--- config.mk ---
export PLATFORM = sky130hd
export DESIGN_NAME = udl_counter
export DESIGN_NICKNAME = d
export VERILOG_FILES = /design/src/rtl/udl_counter_pkg.sv /design/src/rtl/udl_counter_tick.sv /design/src/rtl/udl_counter.sv
export SDC_FILE = /design/constraint.sdc
export NUM_CORES = 1
export LEC_CHECK = 0
export CAP_MARGIN = 20
export CORE_AREA = 2 2 39 41
export CTS_BUF_LIST = sky130_fd_sc_hd__clkbuf_8
export CTS_CLUSTER_DIAMETER = 80
export DETAILED_ROUTE_END_ITERATION = 10
export DIE_AREA = 0 0 41 43
export SLEW_MARGIN = 30
export SYNTH_ARGS = -nofsm -noshare
export SYNTH_HDL_FRONTEND = slang
export SYNTH_HIERARCHICAL = 1
export SYNTH_SLANG_ARGS = --single-unit
--- constraint.sdc ---
create_clock -name clk -period 2.8 [get_ports clk]
set_clock_uncertainty 0.2 [all_clocks]
set_input_delay 0.56 -clock clk [delete_from_list [all_inputs] [get_ports clk]]
set_output_delay 0.56 -clock clk [all_outputs]
set_load 0.005 [all_outputs]
--- src/rtl/udl_counter_pkg.sv ---
// Shared constants and operation encoding for the up/down/load counter.
// The decode function fixes the edge priority in one place.
package udl_counter_pkg;

    localparam int UDL_DEFAULT_BITS = 4;

    typedef enum logic [2:0] {
        OP_HOLD  = 3'd0,
        OP_LOAD  = 3'd1,
        OP_INC   = 3'd2,
        OP_DEC   = 3'd3,
        OP_CLEAR = 3'd4
    } udl_op_e;

    // Priority, highest first: clear, load, count (direction from up), hold.
    function automatic udl_op_e udl_decode_op(
        input logic reset_n,
        input logic load,
        input logic enable,
        input logic up
    );
        udl_op_e op;
        if (!reset_n) begin
            op = OP_CLEAR;
        end else if (load) begin
            op = OP_LOAD;
        end else if (enable) begin
            op = up ? OP_INC : OP_DEC;
        end else begin
            op = OP_HOLD;
        end
        return op;
    endfunction

endpackage

--- src/rtl/udl_counter_tick.sv ---
// Terminal-count flags: high on the cycle whose next edge wraps the count.
module udl_counter_tick #(
    parameter int bits = 4
) (
    input  logic [bits-1:0] i_q,
    input  logic            i_up,
    input  logic            i_enable,
    input  logic            i_load,
    output logic            o_max_tick,
    output logic            o_min_tick
);

    logic w_count_s;

    assign w_count_s  = i_enable & ~i_load;
    assign o_max_tick = (&i_q) & i_up & w_count_s;
    assign o_min_tick = ~(|i_q) & ~i_up & w_count_s;

endmodule

--- src/rtl/udl_counter.sv ---
// Parameterized synchronous up/down counter with parallel load and enable.
// Modulo-2^bits arithmetic; tick flags flag the wrapping edge in advance.
module udl_counter
    import udl_counter_pkg::*;
#(
    parameter int bits = UDL_DEFAULT_BITS
) (
    input  logic            clk,
    input  logic            reset_n,
    input  logic            enable,
    input  logic            up,
    input  logic            load,
    input  logic [bits-1:0] D,
    output logic [bits-1:0] Q,
    output logic            max_tick,
    output logic            min_tick
);

    localparam logic [bits-1:0] ONE = bits'(1);

    udl_op_e         w_op;
    logic [bits-1:0] w_q_next;
    logic [bits-1:0] r_q;

    // Next-state selection from the priority-encoded operation.
    always_comb begin
        w_op     = udl_decode_op(reset_n, load, enable, up);
        w_q_next = r_q;
        case (w_op)
            OP_CLEAR: w_q_next = '0;
            OP_LOAD:  w_q_next = D;
            OP_INC:   w_q_next = r_q + ONE;
            OP_DEC:   w_q_next = r_q - ONE;
            OP_HOLD:  w_q_next = r_q;
            default:  w_q_next = r_q;
        endcase
    end

    // Count register with synchronous active-low clear.
    always_ff @(posedge clk) begin
        if (!reset_n) begin
            r_q <= '0;
        end else begin
            r_q <= w_q_next;
        end
    end

    assign Q = r_q;

    udl_counter_tick #(
        .bits(bits)
    ) u_tick (
        .i_q       (r_q),
        .i_up      (up),
        .i_enable  (enable),
        .i_load    (load),
        .o_max_tick(max_tick),
        .o_min_tick(min_tick)
    );

endmodule

==> out/results.md <==
| Stage | Quantity | This run |
| --- | --- | --- |
| critical path | Cell-by-cell listing of the critical path | clkdlybuf4s50_1 > buf_4 > nand3_1 > nor3_1 > clkdlybuf4s50_1 |
| logic synthesis | Cells after Synth | 38 |
| critical path | Register-to-Register Setup Slack | 1.17 ns |
| floorplanning | Initial Util | 0.2351 |
| cts | Number of buffers inserted for hold repair after clock tree synthesis | 0 |
| critical path | Cell count of the worst reg-to-reg path | 5 |
| routing | WL per Instance | 10.30 µm |
| worst hold path | Hold crit path type | reg -> reg |
| routing | Number of nets with antenna violations after detailed routing | 0 |
| final layout | Area Growth Syn to Fin | 70.38% |
| pwr | Overall power consumption | 246.6 µW |
| final layout | Non-filler cells, final | 74 |
| grt | Vias in the first global route | 289 |
| outcome | Result of the run | finished, final reports clean |
| final layout | Fraction of final layout cells sized beyond drive strength 1 | 0.1897 |
| cts | Count of instances resized after the clock tree is built | 1 |
| floorplanning | Floorplan Core Area | 1384 µm² |
| final layout | Most frequent cells in the layout | 13 x sky130_fd_sc_hd__clkdlybuf4s50_1, 5 x sky130_fd_sc_hd__nand2_1, 5 x sky130_fd_sc_hd__buf_4 |
| floorplanning | Floorplan die area | 1763 µm² |
| cts | Clock root buffer | sky130_fd_sc_hd__clkbuf_8 |
| routing | First-pass DRT Iterations | 4 |
| critical path | Endpoint type of the worst setup path | primary output |
| placed design | DP HPWL | 574.1 µm |
| grt | Global-route total usage across every layer | 0.1097 |
| grt | Maximum number of pins on one net before global-route repair | 9 |
| sta | Final setup violation count | 0 |
| logic synthesis | Mapped cell area | 325.3 µm² |
| final layout | Most common cell after layout, fill and taps aside | sky130_fd_sc_hd__clkdlybuf4s50_1 |
| placed design | Last weighted congestion value of the routability-driven placer | 0.6965 |
| logic synthesis | Number of nets produced by synthesis | 50 |
| critical path | CP peak stage delay | 0.52 ns |
| critical path | Top cell family by delay on the critical path | buffers and inverters |
| final layout | Number of filler cells placed in the layout | 137 |
| critical path | Crit path kind | in -> out |
| pwr | Sequential cell fraction of total power | 0.284 |
| sta | Achievable frequency | 0.3696 GHz |
| logic synthesis | Register area share after synthesis | 0.2462 |
| sta | Tightest Pin Transition | 0.2856 ns |
| critical path | Arrival time at the worst endpoint | 1.95 ns |
| final layout | Final core utilization | 0.4005 |
| critical path | Worst-path fanout max | 3 |
| pwr | VDD IR max | 0.2483 mV |
| placed design | Cell count after placement | 71 |
| cts | Clock latency on the worst-skew pair | 0.22 ns |
| final layout | Max reg flops | 4 |
| sta | RSZ-0062 raised after global routing | false |
| grt | GR Overflow Total | 0 |
| critical path | Most frequent cell on the critical path | sky130_fd_sc_hd__clkdlybuf4s50_1 |
| routing | Final wirelength | 762 µm |
| logic synthesis | Number of unique standard cell types used by synthesis | 24 |
| routing | Initial DRC Count | 9 |
| final layout | Total inserted antenna cells | 0 |
| critical path | Startpoint kind of the worst setup timing path | primary input |
| final layout | Number of nets in the finished design | 72 |
| floorplanning | Width of the chip | 41 µm |
| placed design | Port Buffer Count | 14 |
| critical path | Highest-delay cell along the critical path | sky130_fd_sc_hd__clkdlybuf4s50_1 |
| sta | Number of slew-limit violations in the final report | 0 |
| run | Maximum capacitance violations | 0 |
| grt | First-pass GRT wire length | 1.228 mm |
| pwr | Share of power burned in the clock network | 0.487 |
| floorplanning | Die span in y | 43 µm |
| cts | Clock buffers created by TritonCTS | 3 |
| pwr | Leak Pwr | 0.0002356 µW |
| routing | Post-DR vias/cell | 4.527 |
| critical path | Last element of the critical path | max_tick |
| floorplanning | Floorplan row count | 14 |
| critical path | CP Depth | 5 |
| sta | Final critical-path share of the clock period | 0.9662 |
| sta | Remaining max-slew budget at the tightest pin | 0.8093 |
| cts | Clock tree from TritonCTS | done |
| critical path | Crit path buf inv count | 3 |
| routing | Drc violations | 0 |
| pwr | Internal power contribution | 189.9 µW |
| pwr | Combinational group share of total power | 0.230 |
| cts | Post CTS Setup Buffer Count | 0 |
| pwr | Sw Share | 0.2302 |
| pwr | Power density over the cells | 445.0 nW/µm² |
| logic synthesis | Number of flip-flops and latches in the synthesized netlist | 4 |
| sta | Number of hold violations in the final report | 0 |
| logic synthesis | Yosys warning count | 6 |
| sta | Post-layout minimum cycle time | 2.705 ns |
| pwr | NetSw | 56.77 µW |
| critical path | RR Endpoint | Q[2]$_SDFFE_PN0P_ |
| logic synthesis | Syn_area_per_cell | 8.561 µm² |
| critical path | Required @ worst endpoint | 2.04 ns |
| routing | Number of vias after detailed routing | 335 |
| cts | Clk slew on worst S/H paths | 0.03 ns |
| cts | Maximum root-to-sink buffer count | 2 |
| critical path | Startpoint of the most critical register-to-register path | Q[0]$_SDFFE_PN0P_ |
| cts | Number of sinks handled by clock tree synthesis | 4 |
| floorplanning | Count of pins on the block boundary | 15 |
| cts | H-Tree Depth | 1 |
| grt | Number of antenna violations at the first check in global routing | 0 |
| critical path | Worst setup path startpoint | up |
-- synthesized netlist by cell type, drive strengths merged --
| library cell | n | area, µm² |
|---|---|---|
| nor2 | 2 | 7.510 |
| dfxtp | 4 | 80.08 |
| and2 | 2 | 12.51 |
| nor2b | 1 | 6.260 |
| nor4bb | 1 | 10.01 |
| o21ai | 3 | 15.01 |
| ha | 2 | 25.02 |
| a21oi | 2 | 13.76 |
| a211oi | 1 | 7.510 |
| mux2i | 1 | 10.01 |
| buf | 1 | 5.000 |
| nand3 | 1 | 5.000 |
| nand2b | 1 | 6.260 |
| fa | 1 | 20.02 |
| a31oi | 1 | 6.260 |
| xnor2 | 3 | 26.28 |
| a21o | 1 | 7.510 |
| nor3 | 2 | 15.01 |
| nand2 | 5 | 18.77 |
| or4 | 1 | 7.510 |
| clkbuf | 1 | 3.750 |
| xor2 | 1 | 16.27 |
-- layout make-up --
| cell class | count | area [µm²] | area share |
|---|---|---|---|
| Clock buffer | 3 | 41.29 | 0.07449 |
| Multi-Input combinational cell | 32 | 236.5 | 0.4266 |
| Sequential cell | 4 | 80.08 | 0.1445 |
| Tap cell | 16 | 20.02 | 0.03612 |
| Timing Repair Buffer | 19 | 176.4 | 0.3183 |
-- metal layers --
layer | up-vias | routed length, µm | global-route usage
met5 | - | 0 | 0
met4 | 0 | 0 | 0.02000
met3 | 0 | 114 | 0.09424
met2 | 17 | 305 | 0.1344
met1 | 144 | 343 | 0.1456
li1 | 174 | - | -
-- tightest hold or removal path, delay by kind of cell (launching register included) --
family | cells | cell delay (ns)
AO/OA/AOI/OAI | 2 | 0.10
flip-flops | 1 | 0.35
AND/OR/NAND/NOR | 2 | 0.18
-- cell families (layout without fill, tap and decap cells) --
family | after synthesis | count (layout) | synth area share
simple gates | 16 | 16 | 0.2731
compound gates | 8 | 8 | 0.1539
xor+xnor | 4 | 4 | 0.1308
flops | 4 | 4 | 0.2462
fa+ha+maj | 3 | 3 | 0.1385
buf+inv | 2 | 22 | 0.02690
mux | 1 | 1 | 0.03077
-- power by group through the flow --
stage,logic [µW],clock network [µW],registers [µW]
3_5_place_dp,56.7,0,70.9
6_report,56.7,120,69.9
5_1_grt,62.8,133,71.1
2_1_floorplan,27.1,0,69.4
3_3_place_gp,57.0,0,71.0
4_1_cts,57.1,127,70.1
-- worst min-delay path by stage --
stage	start	end	slack, ns	depth (start not counted)
2_1_floorplan	Q[3]$_SDFFE_PN0P_	Q[3]$_SDFFE_PN0P_	0.45	4
3_3_place_gp	Q[3]$_SDFFE_PN0P_	Q[3]$_SDFFE_PN0P_	0.47	4
3_5_place_dp	Q[3]$_SDFFE_PN0P_	Q[3]$_SDFFE_PN0P_	0.47	4
4_1_cts	Q[3]$_SDFFE_PN0P_	Q[3]$_SDFFE_PN0P_	0.47	4
5_1_grt	Q[3]$_SDFFE_PN0P_	Q[3]$_SDFFE_PN0P_	0.56	4
6_report	Q[3]$_SDFFE_PN0P_	Q[3]$_SDFFE_PN0P_	0.47	4
-- stage by stage --
step / setup WS, ns / hold WS [ns] / instance area (µm²) / TNS, ns
CTS: 0.08360 / 0.4739 / 554.3 / 0
floorplan: 0.4603 / 0.4462 / 325.3 / 0
global placement: -0.02866 / 0.4660 / 514.2 / -0.02866
detailed placement: -0.05253 / 0.4650 / 514.2 / -0.05253
finish: 0.09466 / 0.4723 / 554.3 / 0
global route: 0.02903 / 0.5604 / 554.3 / 0
Power figures use the tool's default switching activity.
